`src/rtl/main_fsm.sv`:
```
// Multicycle RV32I control FSM: sequences fetch/decode/execute/memory/writeback and drives
// the datapath enables, mux selects and ALUOp, with a memory-ready stall and illegal trap.
module main_fsm #(
    parameter int unsigned STATE_W = 4
) (
    input  logic               clk_i,
    input  logic               reset_i,
    input  logic [6:0]         op_i,
    input  logic               zero_i,
    input  logic               mem_ready_i,
    output logic               ir_write_o,
    output logic               pc_write_o,
    output logic               reg_write_o,
    output logic               mem_write_o,
    output logic               adr_src_o,
    output logic [1:0]         result_src_o,
    output logic [1:0]         alu_src_a_o,
    output logic [1:0]         alu_src_b_o,
    output logic [1:0]         alu_op_o,
    output logic               illegal_o,
    output logic [STATE_W-1:0] dbg_state_o
);

    localparam logic [6:0] OpLw    = 7'b0000011;
    localparam logic [6:0] OpSw    = 7'b0100011;
    localparam logic [6:0] OpRtype = 7'b0110011;
    localparam logic [6:0] OpItype = 7'b0010011;
    localparam logic [6:0] OpBeq   = 7'b1100011;
    localparam logic [6:0] OpJal   = 7'b1101111;

    typedef enum logic [STATE_W-1:0] {
        StFetch    = 0,
        StDecode   = 1,
        StMemAdr   = 2,
        StMemRead  = 3,
        StMemWb    = 4,
        StMemWrite = 5,
        StExecuteR = 6,
        StExecuteI = 7,
        StAluWb    = 8,
        StBeq      = 9,
        StJal      = 10,
        StTrap     = 11
    } state_e;

    state_e state_q, state_d;
    logic   illegal_q, illegal_d;

    always_ff @(posedge clk_i or posedge reset_i) begin
        if (reset_i) begin
            state_q   <= StFetch;
            illegal_q <= 1'b0;
        end else begin
            state_q   <= state_d;
            illegal_q <= illegal_d;
        end
    end

    // Sticky: set on entry to the trap state, cleared only by reset.
    assign illegal_d   = illegal_q | (state_d == StTrap);
    assign illegal_o   = illegal_q;
    assign dbg_state_o = state_q;

    always_comb begin
        state_d      = state_q;
        ir_write_o   = 1'b0;
        pc_write_o   = 1'b0;
        reg_write_o  = 1'b0;
        mem_write_o  = 1'b0;
        adr_src_o    = 1'b0;
        result_src_o = 2'b00;
        alu_src_a_o  = 2'b00;
        alu_src_b_o  = 2'b00;
        alu_op_o     = 2'b00;

        unique case (state_q)
            StFetch: begin
                alu_src_b_o  = 2'b10;
                result_src_o = 2'b10;
                ir_write_o   = mem_ready_i;
                pc_write_o   = mem_ready_i;
                if (mem_ready_i) state_d = StDecode;
            end
            StDecode: begin
                alu_src_a_o = 2'b01;
                alu_src_b_o = 2'b01;
                unique case (op_i)
                    OpLw, OpSw: state_d = StMemAdr;
                    OpRtype:    state_d = StExecuteR;
                    OpItype:    state_d = StExecuteI;
                    OpBeq:      state_d = StBeq;
                    OpJal:      state_d = StJal;
                    default:    state_d = StTrap;
                endcase
            end
            StMemAdr: begin
                alu_src_a_o = 2'b10;
                alu_src_b_o = 2'b01;
                state_d     = (op_i == OpLw) ? StMemRead : StMemWrite;
            end
            StMemRead: begin
                adr_src_o = 1'b1;
                if (mem_ready_i) state_d = StMemWb;
            end
            StMemWb: begin
                result_src_o = 2'b01;
                reg_write_o  = 1'b1;
                state_d      = StFetch;
            end
            StMemWrite: begin
                adr_src_o   = 1'b1;
                mem_write_o = 1'b1;
                if (mem_ready_i) state_d = StFetch;
            end
            StExecuteR: begin
                alu_src_a_o = 2'b10;
                alu_op_o    = 2'b10;
                state_d     = StAluWb;
            end
            StExecuteI: begin
                alu_src_a_o = 2'b10;
                alu_src_b_o = 2'b01;
                alu_op_o    = 2'b10;
                state_d     = StAluWb;
            end
            StAluWb: begin
                reg_write_o = 1'b1;
                state_d     = StFetch;
            end
            StBeq: begin
                alu_src_a_o = 2'b10;
                alu_op_o    = 2'b01;
                pc_write_o  = zero_i;
                state_d     = StFetch;
            end
            StJal: begin
                alu_src_a_o = 2'b01;
                alu_src_b_o = 2'b10;
                pc_write_o  = 1'b1;
                state_d     = StAluWb;
            end
            StTrap: state_d = StTrap;
            default: state_d = StTrap;
        endcase
    end

endmodule

```
`config.mk`:
```
export PLATFORM = sky130hd
export DESIGN_NAME = main_fsm
export DESIGN_NICKNAME = d
export VERILOG_FILES = /design/src/rtl/main_fsm.sv
export SDC_FILE = /design/constraint.sdc
export NUM_CORES = 1
export LEC_CHECK = 0
export CAP_MARGIN = 20
export CORE_AREA = 2 2 41 43
export DETAILED_ROUTE_END_ITERATION = 16
export DIE_AREA = 0 0 43 45
export HOLD_SLACK_MARGIN = 0.05
export PLACE_DENSITY = 0.78
export SLEW_MARGIN = 10
export SYNTH_ARGS = -nofsm -noshare
export SYNTH_HDL_FRONTEND = slang
export SYNTH_SLANG_ARGS = --single-unit
export TNS_END_PERCENT = 5
```
`constraint.sdc`:
```
create_clock -name clk_i -period 2 [get_ports clk_i]
set_input_delay 0.2 -clock clk_i [delete_from_list [all_inputs] [get_ports clk_i]]
set_output_delay 0.2 -clock clk_i [all_outputs]
set_load 0.005 [all_outputs]
```
* After elaboration in Yosys (flattened, before gate mapping)
Index checks and enable logic that the tools add are counted.
Word-level totals: register bits after elaboration 5, bits of input ports 11, output and inout port bits 18, logic and storage cells 46
Operators by class: equality and inequality tests 17, multiplexer cells 15, bitwise gates (word level) 1, reduce and logical (&&, ||, !) cells 11
Operators with widths (number):
- $pmux W4 S7 | 1
- $pmux W4 S5 | 1
- $eq A4 B3 Y1 const B | 4
- $eq A4 B4 Y1 const B | 4
- $pmux W2 S2 | 4
- $eq A7 B6 Y1 const B | 2
- $eq A7 B7 Y1 const B | 2
- $mux W4 | 3
- $reduce_or A2 Y1 | 6
- $reduce_or A3 Y1 | 3
- $eq A4 B2 Y1 const B | 2
- $eq A7 B2 Y1 const B | 1
- $eq A7 B5 Y1 const B | 1
- $eq A4 B1 Y1 const B | 1
- $logic_not A4 Y1 | 1
- $mux W1 | 4
- $reduce_or A4 Y1 | 1
- $mux W3 | 1
- $pmux W1 S3 | 1
- $or A1 B1 Y1 | 1

* Depth between registers and ports, before layout
Gate-level depths: netlist of run 1.
depth in word-level cells 6, gate-level depth with buffers 5, gate-level depth less buffers 4

* Worst setup path after synthesis of run 1
OpenSTA, ideal clock, no wires.
kind flip-flop to output port, start point register state_q[3], in the netlist dbg_state_o[3], end point output port ir_write_o, arrival 1331 ps, data required time 1800 ps, setup slack 469 ps, stages on the path, launching flop included 5, path buffers 2, cells stage by stage dfrtp_1 -> clkbuf_1 -> clkbuf_1 -> nor4_1 -> and2_1
On the way: word-level cells in the longest chain between the ends 2
RTL lines:
- from (decl) | line 46 | state_e state_q, state_d;
- from (signal assigned) | line 51 | state_q <= StFetch;
- from (signal assigned) | line 54 | state_q <= state_d;
- $logic_not A4 Y1 | line 76 | unique case (state_q)
- $mux W1 | line 76
- to (decl) | line 11 | output logic ir_write_o,
No other way between the ends.

* Worst setup path in the final report of run 1
start point register state_q[0], in the netlist dbg_state_o[0], end point output port ir_write_o
The elaborated chain is that of the path after synthesis.

==> impl_results.md, run 1 <==
* Status: completed
* DRC at 0
* Cell Area, Synth at 576 um^2
* CP endpoint kind: output pin
* Req. time, crit path at about 1.8 ns
* Placed instance area at approximately 890 um^2
* Setup CP Type: reg2out
* Relative slew slack at 82.5%
* Global route total overflow at 0
* Routed Wire Length at 1.75 mm
* Util after Layout at 69.6%
* R2r worst-path depth at 5
* Max_cap viols at 0
* Final cell count without fillers at 131
* Hold Path Class: in2async
* Initial antenna violation count at 0
* Area grow syn2layout at 78.0%
* Synth Area per Inst at 7.57 um^2
* Antenna Violating Nets Remaining at 0
* Vias per cell at 5.47
* Compound-Gate Fraction of Synth Area at a little under a third
* Worst Path Max Fanout at 7
* RSZ-0062 raised after global routing: true
* Portion of netlist area occupied by mux cells at 0%
* Cells after Synth at 76
* P_leak at 0.471 nW
* Clk root buf: clkbuf_4
* Critical path startpoint category: register
* GP Congestion at 0.769
* Design Area, Final at 0.00102 mm^2
* Final min period at 1.96 ns
* Post-Synth Adder-Cell Area at 0%
* Clock buffer count from CTS at 3
* Die Span Y at 45 um
* Register area share after synthesis at 21.7%
* Main combinational cell family by area after synthesis: simple AND/OR/NAND/NOR gates
* Pin count of the biggest net entering global routing at 15
* Fin nets at 127
* # setup viols final at 0
* Initial DRC Count at 21
* Skew-Pair Late Insertion Delay at 0.26 ns
* Post-synth top area cell: dfrtp_1
* Routed len/inst at 13.3 um
* Fin Clk Skew at 0.00285 ns
* Power density over cell area at between 1000 and 1500 mW/mm^2
* Ys Warns at 0
* Worst-Margin Slew at 0.261 ns
* Port buffer count at 28
* Initial Utilization at 39.1%
* Post-DP HPWL at 1.20 mm
* H-Tree Depth at 1
* Area of the core at 0.00147 mm^2
* Max Freq at 509 MHz
* Final Total Pwr at 1.47 mW
* # rows at 14
* Global-route wire length before repair at 2.63 mm
* Dpl ws at 0.178 ns
* Final number of hold-violating endpoints at 0
* N_diodes at 0
* Worst EP arrival at 1.76 ns
* Seq cells post-synth at 5
* Vias in the first global route at roughly 600
* # hold bufs at CTS at 0
* DR pass1 iterations at 4
* Share of layout cells above drive strength 1 at 25.2%
* Final worst slack at 0.0368 ns
* Clock Path Buffers at 2
* Routed vias at between 700 and 800
* Post-synthesis xor/xnor area fraction at 4.57%
* CTS tree: yes
* Syn Nets at 87
* Synth top area share at 21.7%
* CTS Sinks at 5
* GR Util All Layers at 19.0%
* Die area at between 0.0015 and 0.002 mm^2
* Simple-Gate Fraction of Synth Area at 35.9%
* Top cells by area, synth: dfrtp_1, nor2_1, nor2b_1
* Netlist cell types at 32
* Final worst-path cycle share at 98.2%
* Clock slew at reported path FFs at 0.04 ns
* Worst IR Drop VDD at 0.000666 V
* Fin Setup TNS at 0 ns
* Placed cells at about 120
* Die span in x at 43 um
* Final Max Tran Viols at 0
* Ports at 29
* Hold_ws at between 0.1 and 0.15 ns
-- registers in the layout, indices dropped and copies added (netlist names) --
register     flops
dbg_state_o      4
illegal_o        1
-- Yosys cell counts, drive strengths merged --
cell and n:
nor2 11, o21ai 7, a21oi 5, dfrtp 5
nor2b 5, nor3 5, buf 4, inv 4
a21o 3, clkbuf 3, nand2b 3, nor4 2
o22ai 2, xnor2 2, a2111o 1, a211oi 1
a31o 1, a32oi 1, and2 1, nand2 1
nand3b 1, nand4 1, nand4bb 1, nor4b 1
o211ai 1, o311ai 1, o31ai 1, or3 1
xor2 1
-- power breakdown --
part	total [mW]	internal, mW	switching (mW)
clock	0.124	0.0759	0.0484
sequential	0.237	0.147	0.0900
combinational	1.11	0.639	0.475
-- worst max-delay path, stage by stage, from the launching register on --
cell and delay (ns):
dfrtp_2 0.44, buf_2 0.18, nor4_4 0.23, and2_1 0.16, clkdlybuf4s50_1 0.51
-- placed cells by master (no fill, tap or decap), drive strengths merged, types with 2 or more instances in the layout --
| master | count |
|---|---|
| dlymetal6s2s | 4 |
| nand2b | 3 |
| clkbuf | 4 |
| o22ai | 2 |
| nor4 | 2 |
| nor2 | 11 |
| o21ai | 7 |
| inv | 4 |
| buf | 14 |
| a21oi | 5 |
| clkdlybuf4s50 | 24 |
| dfrtp | 5 |
| nor3 | 5 |
| nor2b | 5 |
| a21o | 3 |
| xnor2 | 2 |
-- repair_timing --
item / 4_1_cts / 5_1_grt
endpoints found under the setup margin: 5 / 6
pin swaps: 0 / 1
buffers inserted: 1 / 7
gates resized for setup: 4 / 10
-- kinds of logic after synthesis --
| logic type | count (synthesis) |
|---|---|
| AND/OR/NAND/NOR | 33 |
| flip-flops | 5 |
| XOR/XNOR | 3 |
| AO/OA/AOI/OAI | 24 |
| buffers and inverters | 11 |
-- final cells by class --
class | count | area (um^2)
sequential | 5 | 130
timing repair buffer | 42 | 393
tap | 16 | 20.0
fill | 127 | 447
multi-input combinational | 60 | 440
inverter | 4 | 15.0
clock buffer | 4 | 26.3
-- per-layer routing --
metal | share of wire, % | wire length [um] | global-route usage, % | vias to the layer above
li1 | - | - | - | 353
met1 | 40 | 706 | 20.9 | 331
met2 | 50 | 866 | 31.5 | 27
met3 | 6.0 | 104 | 4.80 | 6
met4 | 4.1 | 71 | 14.5 | 0
met5 | 0 | 0 | 0 | -
-- path summary, 6_finish.rpt --
kind	slack, ns	from	endpoint
max	0.04	dbg_state_o[0]	ir_write_o
max reg2reg	0.40	dbg_state_o[3]	illegal_o
max in group asynchronous	1.67	reset_i	dbg_state_o[0]
min in group clk_i	0.48	illegal_o	illegal_o
min	0.14	reset_i	illegal_o
min reg2reg	0.48	illegal_o	illegal_o
No activity file was read; power rests on OpenSTA's default activity.
==> inputs of run 2 (changes only) <==
- CORE_AREA: 2 2 41 43 -> 4 4 43 45
- DIE_AREA: 0 0 43 45 -> 0 0 47 49
==> run 2 against run 1 <==
Against the previous run: critical path depth shrank 1; combinational power shrank 11%; largest power group unchanged; sequential share of layout area grew 0.91 points; global-route usage shrank 4.0 points.
==> impl_results.md, run 2 (synthesis results as in run 1) <==
* H-Tree Depth at 1 (unchanged)
* GP Congestion at 0.765 (-0.52%)
* CP endpoint kind: output pin
* Skew-Pair Late Insertion Delay at 0.24 ns (-0.02 ns)
* Global route total overflow at 0 (unchanged)
* CTS tree: yes
* Worst EP arrival at 1.74 ns (-0.02 ns)
* Req. time, crit path at 1.80 ns (about the same)
* Final Total Pwr at 1.37 mW (-6.8%)
* Hold Path Class: in2async
* Final Max Tran Viols at 0 (unchanged)
* Power share of the clock group at 8.7% (+0.3 points)
* Share of layout cells above drive strength 1 at 21.8% (-3.4 points)
* Placed cells at 119 (unchanged)
* Die area at 0.00230 mm^2 (+19%)
* Most common cell after layout, fill and taps aside: clkdlybuf4s50_1
* Worst Path Max Fanout at 14 (+7)
* Clock Path Buffers at 2 (unchanged)
* Antenna Violating Nets Remaining at 0 (unchanged)
* Die Span Y at 49 um (+8.9%)
* Post-DP HPWL at 1.25 mm (+4.4%)
* Gate power share at 72.0% (-3.5 points)
* Switching Power at 0.565 mW (-7.8%)
* Seq pwr share at 19.4% (+3.3 points)
* Relative slew slack at 81.3% (-1.2 points)
* Pint at 0.809 mW (-6.1%)
* Critical path's slowest cell: clkdlybuf4s50_1
* # setup viols final at 0 (unchanged)
* # rows at 14 (unchanged)
* Worst IR Drop VDD at 0.000762 V (+14%)
* Most frequent cells in the layout: clkdlybuf4s50_1, nor2_1, buf_4
* DR pass1 iterations at 4 (unchanged)
* Initial antenna violation count at 0 (unchanged)
* Initial DRC Count at 14 (-33%)
* Port buffer count at 28 (unchanged)
* Clock slew at reported path FFs at 0.05 ns (about the same)
* Final worst-path cycle share at 97.0% (-1.2 points)
* N_diodes at 0 (unchanged)
* Worst-Margin Slew at 0.279 ns (+0.0179 ns)
* Routed vias at 686 (-4.3%)
* P_leak at 0.381 nW (-19%)
* Final number of hold-violating endpoints at 0 (unchanged)
* Initial Utilization at 39.1% (unchanged)
* R2r setup slk at 0.38 ns (-0.02 ns)
* Largest register FFs at 4 (unchanged)
* Final cell count without fillers at 126 (-3.8%)
* Slowest stage delay, CP at 0.50 ns (about the same)
* DRC at 0 (unchanged)
* RSZ-0062 raised after global routing: true
* Buf/Inv on CP at 1 (-1)
* Max Freq at 516 MHz (+1.2%)
* Final worst slack at 0.0606 ns (+0.0238 ns)
* Area grow syn2layout at 66.1%
* Pin count of the biggest net entering global routing at 15 (unchanged)
* Final min period at 1.94 ns (-0.0238 ns)
* Vias per cell at 5.44 (-0.53%)
* Fillers at 133 (+4.7%)
* Setup CP Type: reg2out
* Clk root buf: clkbuf_4
* Routed len/inst at 13.0 um (-2.7%)
* Global-route wire length before repair at 2.63 mm (unchanged)
* Vias in the first global route at 619 (+1.8%)
* Routed Wire Length at 1.64 mm (-6.4%)
* Max_cap viols at 0 (unchanged)
* Die span in x at 47 um (+9.3%)
* CP cell instances: nor4_2, and2_1, clkdlybuf4s50_1
* GR Util All Layers at 14.9% (-4.0 points)
* CTS Sinks at 5 (unchanged)
* Sw Share at 41.1% (-0.46 points)
* Cell family with most CP delay: simple AND/OR/NAND/NOR gates
* Hold_ws at 0.162 ns (+0.0181 ns)
* Ports at 29 (unchanged)
* Power density over cell area at 1440 mW/mm^2 (about the same)
* Clock buffer count from CTS at 3 (unchanged)
* Fin Clk Skew at 0.00345 ns (+0.000597 ns)
* Status: completed
* Dpl ws at 0.160 ns (-0.0177 ns)
* Area of the core at 0.00147 mm^2 (unchanged)
* Fin nets at 122 (-3.9%)
* Critical path startpoint category: register
[run 2: cell types whose count changed in the layout (fill, tap and decap cells not counted), sizes merged]
cell / before / now
dlymetal6s2s: 4 / 0
buf: 14 / 9
clkdlybuf4s50: 24 / 28
[run 2: final cells by class]
cell class              count  area [um^2]  area share [%]
inverters                   4         15.0            1.57
well taps                  16         20.0            2.09
repair buffers             37          348            36.4
flip-flops and latches      5          130            13.6
multi-input cells          60          417            43.6
clock buffers               4         26.3            2.75
[run 2: timing repair]
| item | CTS | global route |
|---|---|---|
| buffers inserted | 0 | 3 |
| resized for setup | 4 | 3 |
| endpoints found under the setup margin | 5 | 6 |
| hold buffers | 0 | 0 |
[run 2: layer usage]
| metal | routed length, um | vias to the layer above | global-route usage [%] |
|---|---|---|---|
| li1 | - | 345 | - |
| met1 | 665 | 312 | 17.2 |
| met2 | 863 | 27 | 26.9 |
| met3 | 91 | 2 | 1.11 |
| met4 | 14 | 0 | 5.53 |
| met5 | 0 | - | 0 |
[run 2: power groups by stage]
| stage | Sequential [mW] | Clock [mW] | Combinational, mW |
|---|---|---|---|
| final | 0.266 | 0.120 | 0.989 |
| after global routing | 0.282 | 0.133 | 1.08 |
| after CTS | 0.272 | 0.120 | 0.930 |
| after detailed placement | 0.261 | 0 | 0.921 |
| after global placement | 0.258 | 0 | 0.915 |
| after floorplan | 0.166 | 0 | 0.570 |
[run 2: worst paths after layout]
| kind | from | endpoint | cells past startpoint |
|---|---|---|---|
| worst min-delay path | reset_i | illegal_o | 2 |
| max in group asynchronous | reset_i | dbg_state_o[1] | 2 |
| worst max register to register | dbg_state_o[3] | illegal_o | 5 |
| min in group clk_i | illegal_o | illegal_o | 1 |
| worst min register to register | illegal_o | illegal_o | 1 |
| worst max-delay path | dbg_state_o[3] | ir_write_o | 3 |
[run 2: per-stage QoR]
stage	instance area, um^2	utilization, %	TNS [ns]
floorplan	576	-	0
global placement	891	60.5	0
detailed placement	891	60.5	0
CTS	927	63.0	0
global route	956	65.0	-0.188
finish	956	65.0	0
==> inputs of run 3 (changes only) <==
- CAP_MARGIN: 20 -> 10
- CORE_AREA: 4 4 43 45 -> 4 4 42 44
- CTS_BUF_LIST: default -> sky130_fd_sc_hd__clkbuf_4
- DIE_AREA: 0 0 47 49 -> 0 0 46 48
- PLACE_DENSITY: 0.78 -> 0.82
==> run 3 against run 2 <==
Against the previous run: clock skew increased by 0.0030 ns; count of clock-buffer cells in the layout unchanged; sequential share of layout area decreased by 0.089 points; via count decreased by 0.87%; sequential cell count unchanged.
==> impl_results.md, run 3 (synthesis results as in run 1) <==
* Worst Path Max Fanout at 12 (-2)
* Final number of hold-violating endpoints at 0 (unchanged)
* Fin Clk Skew at 0.00642 ns (+0.00297 ns)
* H-Tree Depth at 1 (unchanged)
* Most frequent cells in the layout: clkdlybuf4s50_1, nor2_1, buf_4
* Dpl ws at 0.194 ns (+0.0334 ns)
* Vias per cell at 5.48 (+0.72%)
* Cell family with most CP delay: buffers and inverters
* N_diodes at 0 (unchanged)
* Max Freq at 520 MHz (+0.78%)
* CP endpoint kind: output pin
* Hold_ws at 0.154 ns (-0.00778 ns)
* Ports at 29 (unchanged)
* Antenna Violating Nets Remaining at 0 (unchanged)
* Clock Path Buffers at 2 (unchanged)
* Routed len/inst at 12.4 um (-4.4%)
* Util after Layout at 67.0% (+2.0 points)
* Final cell count without fillers at 124 (-1.6%)
* CTS Sinks at 5 (unchanged)
* Placed cells at 118 (-0.84%)
* Worst EP arrival at 1.72 ns (-0.02 ns)
* # rows at 14 (unchanged)
* Worst-Margin Slew at 0.300 ns (+0.0211 ns)
* Slowest stage delay, CP at 0.53 ns (+0.03 ns)
* Relative slew slack at 79.9% (-1.4 points)
* Port buffer count at 28 (unchanged)
* Skew-Pair Late Insertion Delay at 0.24 ns (about the same)
* Design Area, Final at 962 um^2 (+0.65%)
* Hold Path Class: in2async
* Share of layout cells above drive strength 1 at 23.1% (+1.3 points)
* Final Max Tran Viols at 0 (unchanged)
* Routed Wire Length at 1.54 mm (-5.9%)
* Vias in the first global route at 581 (-6.1%)
* P_leak at 0.391 nW (+2.8%)
* Fillers at 125 (-6.0%)
* Placed instance area at 883 um^2 (-0.84%)
* Max_cap viols at 0 (unchanged)
* Initial DRC Count at 13 (-1)
* Pin count of the biggest net entering global routing at 15 (unchanged)
* Final min period at 1.92 ns (-0.0150 ns)
* Clock buffer count from CTS at 3 (unchanged)
* Final worst slack at 0.0756 ns (+0.0150 ns)
* Req. time, crit path at 1.80 ns (about the same)
* Worst IR Drop VDD at 0.000995 V (+31%)
* Power density over cell area at 1430 mW/mm^2 (-0.68%)
* GP Congestion at 0.813 (+6.2%)
* Buf/Inv on CP at 1 (unchanged)
* Die Span Y at 48 um (-2.0%)
* Initial Utilization at 40.1% (+0.95 points)
* Final worst-path cycle share at 96.2% (-0.75 points)
* Status: completed
* Die area at 0.00221 mm^2 (-4.1%)
* Critical path's slowest cell: clkdlybuf4s50_1
* Fin nets at 120 (-1.6%)
* Routed vias at 680 (-0.87%)
* DRC at 0 (unchanged)
* Initial antenna violation count at 0 (unchanged)
* Clk root buf: clkbuf_4
* RSZ-0062 raised after global routing: true
* Final Total Pwr at 1.37 mW (about the same)
* Fin Setup TNS at 0 ns (unchanged)
* Area grow syn2layout at 67.2%
* Global-route wire length before repair at 2.47 mm (-6.0%)
* Die span in x at 46 um (-2.1%)
* # hold bufs at CTS at 0 (unchanged)
* Global route total overflow at 0 (unchanged)
* Clock slew at reported path FFs at 0.05 ns (about the same)
* CTS tree: yes
* GR Util All Layers at 15.2% (+0.30 points)
* Critical path startpoint category: register
* Post-DP HPWL at 1.25 mm (about the same)
* Setup CP Type: reg2out
* Area of the core at 0.00144 mm^2 (-2.4%)
* Most common cell after layout, fill and taps aside: clkdlybuf4s50_1
* DR pass1 iterations at 4 (unchanged)
* CP cell instances: nand2b_2, a211oi_1, clkdlybuf4s50_1
* Largest register FFs at 4 (unchanged)
* # setup viols final at 0 (unchanged)
-- run 3: where the power goes --
| group | internal [mW] | switching, mW |
|---|---|---|
| Combinational | 0.573 | 0.412 |
| Sequential | 0.147 | 0.114 |
| Clock | 0.0889 | 0.0403 |
-- run 3: timing repair --
| action | CTS | global route |
|---|---|---|
| pin swaps | 0 | 0 |
| setup buffers | 0 | 2 |
| setup endpoints to repair | 4 | 6 |
| gates resized for setup | 4 | 7 |
-- run 3: path summary, 6_finish.rpt --
check,slack (ns),from,to,depth (start not counted)
hold / removal,0.15,reset_i,dbg_state_o[3],2
setup reg to reg,0.37,dbg_state_o[3],illegal_o,5
setup / recovery,0.08,dbg_state_o[3],reg_write_o,3
min in group clk_i,0.47,illegal_o,illegal_o,1
hold reg to reg,0.47,illegal_o,illegal_o,1
max in group asynchronous,1.65,reset_i,dbg_state_o[2],2
-- run 3: layer usage --
layer	vias to the layer above	part of all wire, %	GRT usage, %
met4	0	0.91	1.70
met2	19	53	28.8
li1	338	-	-
met5	-	0	0
met3	2	6.2	4.89
met1	321	40	17.0
-- run 3: cell type report --
type,count,area (um^2),share of cell area (%)
multi-input combinational,60,434,45.1
clock buffer,4,30.0,3.12
tap,16,20.0,2.08
timing repair buffer,35,333,34.6
sequential,5,130,13.5
inverter,4,15.0,1.56
